[src/rtl/xoroshiro128p_rewind.sv]
// xoroshiro128p_rewind: steps a xoroshiro128+ state backwards N times and reports the earlier state and its output word
module xoroshiro128p_rewind #(
  parameter int STEP_W = 16,
  parameter int UNROLL = 1
) (
  input  logic              clk,
  input  logic              rst,
  input  logic              start,
  input  logic              abort,
  input  logic [127:0]      state_in,
  input  logic [STEP_W-1:0] steps_in,
  output logic              ready,
  output logic              busy,
  output logic              done,
  output logic [127:0]      state_out,
  output logic [63:0]       out_word
);
  typedef enum logic [1:0] {IDLE, RUN, DONE} state_t;
  state_t r_state, w_next;
  logic [127:0] r_work, r_state_out, w_g1, w_g2, w_step, w_final;
  logic [STEP_W-1:0] r_rem;
  logic w_fin;
  function automatic logic [127:0] inv(input logic [127:0] s);
    logic [63:0] x, t, s0;
    x  = (s[127:64] >> 36) | (s[127:64] << 28);
    t  = s[63:0] ^ x ^ (x << 14);
    s0 = (t >> 55) | (t << 9);
    return {x ^ s0, s0};
  endfunction
  assign w_g1    = inv(r_work);
  assign w_g2    = inv(w_g1);
  assign w_step  = (UNROLL == 2) ? w_g2 : w_g1;
  assign w_fin   = r_rem <= STEP_W'(UNROLL);
  assign w_final = (r_rem == '0) ? r_work : (r_rem == STEP_W'(1)) ? w_g1 : w_g2;
  // next state: abort beats completion so an aborted request never pulses done
  always_comb begin
    w_next = r_state;
    if (r_state == IDLE) w_next = start ? RUN : IDLE;
    else if (abort) w_next = IDLE;
    else if (r_state == RUN) w_next = w_fin ? DONE : RUN;
    else w_next = IDLE;
  end
  // state, working registers and the held result
  always_ff @(posedge clk or posedge rst) begin
    if (rst) begin
      r_state     <= IDLE;
      r_work      <= '0;
      r_rem       <= '0;
      r_state_out <= '0;
    end else begin
      r_state <= w_next;
      if (r_state == IDLE && start) begin
        r_work <= state_in;
        r_rem  <= steps_in;
      end else if (r_state == RUN && !w_fin) begin
        r_work <= w_step;
        r_rem  <= r_rem - STEP_W'(UNROLL);
      end
      if (r_state == RUN && w_fin && !abort) r_state_out <= w_final;
    end
  end
  assign ready     = r_state == IDLE;
  assign busy      = r_state == RUN;
  assign done      = (r_state == DONE) && !abort;
  assign state_out = r_state_out;
  assign out_word  = r_state_out[63:0] + r_state_out[127:64];
endmodule
[config.mk]
export PLATFORM = sky130hd
export DESIGN_NAME = xoroshiro128p_rewind
export DESIGN_NICKNAME = d
export VERILOG_FILES = /design/src/rtl/xoroshiro128p_rewind.sv
export SDC_FILE = /design/constraint.sdc
export NUM_CORES = 1
export LEC_CHECK = 0
export ABC_AREA = 1
export ABC_CLOCK_PERIOD_IN_PS = 10300
export BUFFER_PORTS_ARGS = -buffer_cell sky130_fd_sc_hd__buf_2
export CAP_MARGIN = 10
export CELL_PAD_IN_SITES_DETAIL_PLACEMENT = 1
export CELL_PAD_IN_SITES_GLOBAL_PLACEMENT = 1
export CORE_UTILIZATION = 41
export DETAILED_ROUTE_END_ITERATION = 8
export PLACE_DENSITY_LB_ADDON = 0.1
export SKIP_CTS_REPAIR_TIMING = 1
export SYNTH_ARGS = -nofsm -noshare
export SYNTH_HDL_FRONTEND = slang
export SYNTH_SLANG_ARGS = --single-unit
[constraint.sdc]
create_clock -name clk -period 10.3 [get_ports clk]
set_clock_uncertainty 0.05 [all_clocks]
set_input_delay 1.545 -clock clk [delete_from_list [all_inputs] [get_ports clk]]
set_output_delay 1.545 -clock clk [all_outputs]
set_load 0.01 [all_outputs]
# Yosys cells after proc, flatten, opt, wreduce, memory -nomap -nowiden
# Cells that the tools add are included.
[totals]
regBits = 274
in_bits = 148
elab_cells = 41
[op_classes]
addsub = 2
order_cmp = 1
n_eq_ne = 3
n_mux = 11
bitwise = 10
reduce_logical = 10
[op_table]
columns = ["cell", "count"]
rows = [
  ["two-way mux 128 bit", 4],
  ["bitwise XOR 64 bit", 6],
  ["OR 28 x 64 -> 64 bit", 2],
  ["OR 9 x 64 -> 64 bit", 2],
  ["adder 64 bit", 1],
  ["two-way mux 16 bit", 2],
  ["equality test 16 x 1 -> 1 bit, second input constant", 1],
  ["less-or-equal comparator 16 x 1 -> 1 bit, second input constant", 1],
  ["logical NOT 16 bit", 1],
  ["subtractor 16 x 1 -> 16 bit, second input constant", 1],
  ["two-way mux 2 bit", 4],
  ["logical AND 1 bit", 5],
  ["equality test 2 x 1 -> 1 bit, second input constant", 1],
  ["equality test 2 bit, second input constant", 1],
  ["logical NOT 1 bit", 2],
  ["logical NOT 2 bit", 1],
  ["nonzero test 2 bit", 1],
  ["two-way mux 1 bit", 1],
]

# Longest topological paths before layout
# Gate-level depths: netlist of the first run.
[depth]
word_depth = 12
depth_mapped = 16

# Worst setup path after synthesis of the first run
# No wires, ideal clock.
[synth_path]
path_type = "register to output"
from = "reg r_state_out[0] (netlist: state_out[0])"
to = "out out_word[58]"
t_arrival_ps = 2195
required_ps = 8705
setup_slack_ps = 6510
stages_incl_launch_ff = 15
n_path_buf = 0
cell_sequence = "dfrtp_1 -> ha_1 -> fa_1 -> nand3_1 -> nand2_1 -> nand2_1 -> nand2_1 -> a21oi_1 -> o21ai_0 -> nand2_1 -> nand2_1 -> nand2_1 -> nand2_1 -> nand2_1 -> nand2_1"
[synth_via]
elab_chain_len = 1
[synth_rtl]
columns = ["element", "line_no", "text"]
rows = [
  ["start, declared", "20", "logic [127:0] r_work, r_state_out, w_g1, w_g2, w_step, w_final;"],
  ["start signal, assigned", "59", "if (r_state == RUN && w_fin && !abort) r_state_out <= w_final;"],
  ["adder 64 bit", "66", "assign out_word = r_state_out[63:0] + r_state_out[127:64];"],
  ["end, declared", "16", "output logic [63:0] out_word"],
]
# Every way passes these cells.

# Final worst setup path of the first run
# Same ends and word-level chain as after synthesis.

==> out/results.ini, run 1 <==
[run_status]
outcome = finished, final reports clean

[synthesis]
synth_common_cells = nand2_1, nand3_1, inv_1, a21oi_1, dfrtp_1
mappedNetlistArea_um2 = 23740
syn-num-nets = 4009
synth-seq-cells = 274
synth.area.top_cells = dfrtp_1, nand2_1, nand3_1
ys_seq_area_share_pct = 28.89
ys_warn_count = 0
synth_top_area_share_pct = 28.89
yosysUniqueCellTypes = 46
synth-edff-count = 0
synthCells = 3795
yosys_most_used_dff = dfrtp_1
async_flop_share_pct = 100.0
yosysMostFrequentCell = nand2_1
yosys.area.top_type = dfrtp_1
syn_area_per_cell_um2 = 6.254

[finish]
multi_input_area_um2 = 14780
seqCellArea_um2 = 6857
design_area_um2 = 27140
drive_gt1_share_pct = 11.36
post-route-util_pct = 47.77
finalNetCount = 4256
fill_cells = 7921
syn_to_final_growth_pct = 14.36

[placement]
place_ws_ps = 5504
io_buffers = 342
gp_congestion = 1.075
dp_hpwl_mm = 104.8
dpl_cell_area_um2 = 25940

[floorplanning]
initial_core_util_pct = 41.77
die-area_um2 = 58860
rows = 87
io_pins = 343
die_x_um = 242.6
coreArea_um2 = 56820
fp.dieH_um = 242.6

[clock_network]
clk_pin_slew_ps = 60
h-tree-depth = 2
clockBufferDepth = 3
root_buffer = clkbuf_16
cts_tree = done
numClockSinks = 274
cts_made_buffers = 36
clk_latency_ps = 580

[power]
leakagePower_nw = 14.69
powerDensity_nw_per_um2 = 381.8
clkPwrFrac_pct = 12.9
p_switching_mw = 6.300
sw_frac_of_total_pct = 60.80
combPwrFrac_pct = 68.8
p_seq_share_pct = 18.4
irDropWorstVdd_mv = 0.2200
p_int_mw = 4.062

[critical_path]
critPathLaunchType = register
critPathKind = register to output port
arrival_ps = 3890
crit_path_max_fanout = 4
worstPathRequired_ps = 8710
r2r_slack_ps = 5490
crit_path_end_kind = output port

[route]
viasPerCell = 6.073
wl_mm = 132.8
avgRoutedWirePerCell_um = 27.51
route.detailed.drc = 0
dr.pass1.iters = 6
dr.first_iter.drc_count = 3245
drtAntennaViolNets = 0
vias = 29316

[timing]
final.setup.tns_ps = 0
fin_crit_ps = 5488
hold_slack_ps = 463.6
worst_slack_ps = 4812
final_max_slew_viol_count = 0
finalSetupViolations = 0
max_clock_freq_ghz = 0.1822
hold_viol_final = 0
rsz0062_at_grt = no
slew_headroom_pct = 19.06
finalCritPeriodShare_pct = 53.28
tightest_slew_ps = 1214

[grt]
grt_max_degree = 101
antenna_found_initial = 7
grt_pass1_wl_mm = 192.4
grt_use_total_pct = 44.09
first_global_vias = 28413
grt-ovfl-total = 0

[hold_path]
hp-class = register to register

[job]
drv_cap = 0

[metal layers]
layer	GRT usage (%)	share of wire, %
met1	57.97	41
met4	21.33	5.3
met5	0	0.019
met2	69.47	45
met3	8.304	9.3
[worst max-delay path, cell delays in order, from the launching register on]
cell,delay [ps]
dfrtp_1,410
ha_1,240
fa_1,400
nand3_1,180
nand2_1,220
nand2_1,80
nand2_1,230
a21oi_1,150
o21ai_0,630
nand2_1,110
nand2_1,180
nand2_1,150
nand2_1,100
nand2_1,60
nand2_1,50
buf_2,120
[sequential cells by signal (all words and copies together), names as in the netlist]
register / count
r_work: 128
r_rem: 16
state_out: 128
r_state: 2
[power groups by stage]
stage,Clock [mW],Sequential [mW],Combinational [mW]
after floorplan,0,1.59,4.60
after global placement,0,1.88,6.71
after detailed placement,0,1.88,6.82
after CTS,1.33,1.86,6.87
after global routing,1.36,1.90,7.67
final,1.33,1.90,7.13
[per-stage QoR]
| stage | power (mW) | cells |
|---|---|---|
| floorplan | 6.184 | 3795 |
| global placement | 8.582 | 4760 |
| detailed placement | 8.695 | 4760 |
| CTS | 10.07 | 4824 |
| global route | 10.94 | 4824 |
| finish | 10.36 | 4827 |
[layout by cell type, fill, tap and decap left out, types with 9 or more instances in the layout]
master	count
buf_4	23
or2_2	15
clkbuf_16	37
ha_1	65
nor2_1	221
nor3_1	17
o311ai_1	16
a31oi_1	11
xnor2_1	35
clkbuf_8	9
o311ai_0	16
a2bb2oi_1	17
xor2_1	88
clkinv_2	10
o21bai_1	15
inv_1	378
buf_2	342
a21oi_1	306
o221ai_1	51
o211ai_1	72
nand2_1	1308
nand4_1	27
nand3b_1	9
dfrtp_1	274
nand3_1	433
o21ai_0	151
o21ai_1	54
[cell families after synthesis]
logic type	share of synthesized area, %
fa+ha+maj	3.511
simple gates	35.59
flops	28.89
compound gates	18.43
xor+xnor	4.539
buf+inv	9.041
[worst paths after layout]
check,endpoint,cells past startpoint,from
hold / removal,state_out[75]$_DFFE_PP0P_,2,state_out[75]$_DFFE_PP0P_
min in group asynchronous,state_out[3]$_DFFE_PP0P_,2,rst
setup / recovery,out_word[58],15,state_out[0]$_DFFE_PP0P_
max in group asynchronous,r_work[22]$_DFFE_PP0P_,3,rst
hold reg to reg,state_out[75]$_DFFE_PP0P_,2,state_out[75]$_DFFE_PP0P_
setup reg to reg,state_out[74]$_DFFE_PP0P_,16,r_rem[0]$_DFFE_PP0P_
[cell type report]
class | instances | share of cell area (%)
tap | 756 | 3.485
antenna | 3 | 0.02766
inverter | 388 | 5.425
sequential | 274 | 25.26
multi-input combinational | 2977 | 54.44
clock inverter | 15 | 0.5117
clock buffer | 49 | 3.909
timing repair buffer | 365 | 6.942
Power figures use the tool's default switching activity.
==> inputs of run 2 (changes only) <==
Settings changed: ABC_AREA 1 to 0, ABC_CLOCK_PERIOD_IN_PS 10300 to 4800, CORE_UTILIZATION 41 to 38.
Clock period 10.3 ns to 4.8 ns, I/O delays scaled along.
==> run 2 against run 1 <==
Effect of this change: count of clock-buffer cells in the layout grew 1; die area shrank 21%; sequential power grew 130%; via count shrank 44%; clock power grew 95%; register-to-register slack lost 4200 ps; wire length shrank 45%; worst setup slack lost 4700 ps; non-clock buffer count grew 4.
==> out/results.ini, run 2 <==
[synthesis]
yosys.area.top_type = dfrtp_1  ; unchanged
yosys_most_used_dff = dfrtp_1  ; unchanged
syn_area_per_cell_um2 = 8.790  ; was 6.254 µm²
synth.area.top_cells = dfrtp_1, xnor2_1, a21oi_1  ; was dfrtp_1, nand2_1, nand3_1
syn-num-nets = 2188  ; was 4009
synth-edff-count = 0  ; unchanged
ys_seq_area_share_pct = 39.52  ; was 28.89%
synth_common_cells = dfrtp_1, nand2_1, a21oi_1, nor2_1, xnor2_1  ; was nand2_1, nand3_1, inv_1, a21oi_1, dfrtp_1
ys_warn_count = 0  ; unchanged
synthCells = 1974  ; was 3795
synth_top_area_share_pct = 39.52  ; was 28.89%
yosysUniqueCellTypes = 66  ; was 46
synth-seq-cells = 274  ; unchanged
mappedNetlistArea_um2 = 17350  ; was 23740 µm²
yosysMostFrequentCell = dfrtp_1  ; was nand2_1
async_flop_share_pct = 100.0  ; unchanged

[grt]
grt_use_total_pct = 31.28  ; was 44.09%
first_global_vias = 16687  ; was 28413
antenna_found_initial = 2  ; was 7
grt_max_degree = 115  ; was 101
grt-ovfl-total = 0  ; unchanged
grt_pass1_wl_mm = 109.0  ; was 192.4 mm

[run_status]
outcome = finished, final reports clean  ; unchanged

[power]
clkPwrFrac_pct = 21.2  ; was 12.9%
finalPower_mw = 12.29  ; was 10.36 mW
irDropWorstVdd_mv = 0.2673  ; was 0.2200 mV
combPwrFrac_pct = 43.1  ; was 68.8%
powerDensity_nw_per_um2 = 595.6  ; was 381.8 nW/µm²
p_switching_mw = 5.582  ; was 6.300 mW
leakagePower_nw = 10.38  ; was 14.69 nW
p_int_mw = 6.704  ; was 4.062 mW
p_seq_share_pct = 35.7  ; was 18.4%
sw_frac_of_total_pct = 45.44  ; was 60.80%

[critical_path]
crit_path_max_fanout = 5  ; was 4
critPathKind = register to output port  ; unchanged
arrival_ps = 3910  ; was 3890 ps
crit_path_end_kind = output port  ; unchanged
critPathLaunchType = register  ; unchanged
path_cells = ha_2, and4_1, and3_4, a211oi_4, o211ai_1, a21o_1, a41o_1, a31oi_4, or3_4, o21ai_1, xor2_1, buf_2  ; was ha_1, fa_1, nand3_1, nand2_1, nand2_1, nand2_1, a21oi_1, o21ai_0, nand2_1, nand2_1, nand2_1, nand2_1, nand2_1, nand2_1, buf_2
critPathMaxStageDelay_ps = 420  ; was 630 ps
worstPathRequired_ps = 4030  ; was 8710 ps
crit_slowest_cell = o211ai_1  ; was o21ai_0

[clock_network]
h-tree-depth = 2  ; unchanged
cts_tree = done  ; unchanged
clk_latency_ps = 530  ; was 580 ps
clockBufferDepth = 3  ; unchanged
clk_pin_slew_ps = 50  ; was 60 ps
numClockSinks = 274  ; unchanged
cts_made_buffers = 35  ; was 36
root_buffer = clkbuf_16  ; unchanged

[placement]
dp_hpwl_mm = 56.06  ; was 104.8 mm
gp_congestion = 0.9562  ; was 1.075
io_buffers = 342  ; unchanged
dp.cells = 2759  ; was 4760

[finish]
instances_no_fill = 2822  ; was 4827
finalNetCount = 2420  ; was 4256
most-common-layout-cells = buf_2, dfrtp_1, nand2_1, a21oi_1, nor2_1  ; was nand2_1, nand3_1, inv_1, buf_2, a21oi_1
syn_to_final_growth_pct = 18.89  ; was 14.36%
final_common_cell = buf_2  ; was nand2_1
post-route-util_pct = 46.25  ; was 47.77%
drive_gt1_share_pct = 21.31  ; was 11.36%

[route]
vias = 16278  ; was 29316
dr.pass1.iters = 5  ; was 6
viasPerCell = 5.768  ; was 6.073
avgRoutedWirePerCell_um = 26.06  ; was 27.51 µm
route.detailed.drc = 0  ; unchanged
dr.first_iter.drc_count = 1275  ; was 3245
wl_mm = 73.55  ; was 132.8 mm
drtAntennaViolNets = 0  ; unchanged

[hold_path]
hp-class = primary input to async pin  ; was register to register

[floorplanning]
fp.dieH_um = 215.7  ; was 242.6 µm
initial_core_util_pct = 38.90  ; was 41.77%
io_pins = 343  ; unchanged
die_x_um = 215.7  ; was 242.6 µm
coreArea_um2 = 44610  ; was 56820 µm²
rows = 77  ; was 87
die-area_um2 = 46520  ; was 58860 µm²

[timing]
finalCritPeriodShare_pct = 97.55
finalSetupViolations = 0  ; unchanged
hold_slack_ps = 70.20  ; was 463.6 ps
final_max_slew_viol_count = 0  ; unchanged
hold_viol_final = 0  ; unchanged
max_clock_freq_ghz = 0.2136
fin_crit_ps = 4682
final.setup.tns_ps = 0  ; unchanged
slew_headroom_pct = 40.16  ; was 19.06%
tightest_slew_ps = 897.6  ; was 1214 ps

[job]
drv_cap = 0  ; unchanged

## run 2: kinds of logic (layout without fill, tap and decap cells)
kind of cell | Yosys count | after routing | share of synthesized area, %
AOI/OAI and AO/OA | 608 | 608 | 21.24
xor gates and xnor gates | 255 | 255 | 12.87
adders and majority gates | 66 | 66 | 4.802
buffers and inverters | 186 | 441 | 4.694
DFF | 274 | 274 | 39.52
muxes | 78 | 78 | 4.500
other | 0 | 1 | 0
and+or+nand+nor | 507 | 507 | 12.38
## run 2: cell type report
type | count | area [µm²]
fillers | 5250 | 23980
multi-input cells | 1514 | 9899
flip-flops and latches | 274 | 6857
repair buffers | 369 | 1964
clock buffers | 50 | 1035
well taps | 592 | 740.7
clock inverters | 10 | 81.33
inverters | 12 | 48.80
diodes | 1 | 2.502
## run 2: path summary, 6_finish.rpt
| kind | slack [ps] | endpoint | cells past startpoint | startpoint |
|---|---|---|---|---|
| max | 120 | out_word[60] | 12 | state_out[7]$_DFFE_PP0P_ |
| min | 70 | state_out[1]$_DFFE_PP0P_ | 2 | rst |
| max reg2reg | 1280 | state_out[105]$_DFFE_PP0P_ | 9 | r_rem[8]$_DFFE_PP0P_ |
| min reg2reg | 510 | r_rem[11]$_DFFE_PP0P_ | 2 | r_rem[11]$_DFFE_PP0P_ |
| max in group asynchronous | 3670 | state_out[16]$_DFFE_PP0P_ | 3 | rst |
| min in group clk | 360 | r_rem[0]$_DFFE_PP0P_ | 3 | steps_in[0] |
## run 2: per-stage QoR
step	instance area, µm²	setup WS [ps]
2_1_floorplan	17360	406.6
3_3_place_gp	19320	430.6
3_5_place_dp	19320	376.8
4_1_cts	20440	-203.4
5_1_grt	20630	-16.31
6_report	20630	117.6
## run 2: power by group through the flow
stage | combinational (mW) | sequential [mW] | clock, mW
after global routing | 5.82 | 4.40 | 2.73
after global placement | 5.08 | 4.31 | 0
final | 5.30 | 4.39 | 2.60
after detailed placement | 5.22 | 4.35 | 0
after CTS | 5.26 | 4.32 | 2.64
after floorplan | 4.30 | 3.45 | 0
## run 2: per-layer routing
metal  vias up  part of all wire (%)  track usage [%]
li1       7362                     -                -
met1      8188                    43            42.87
met2       607                    46            48.66
met3       119                   7.2            5.722
met4         2                   4.0            12.41
met5         -                 0.015                0
## run 2: worst max-delay path: cells and delay by family, from the launching register on
kind                     cells  cell delay, ps
AND/OR/NAND/NOR              3             880
adder cells (fa/ha/maj)      1             390
buffers and inverters        1             160
AO/OA/AOI/OAI                6            1360
XOR/XNOR                     1             180
flip-flops                   1             410
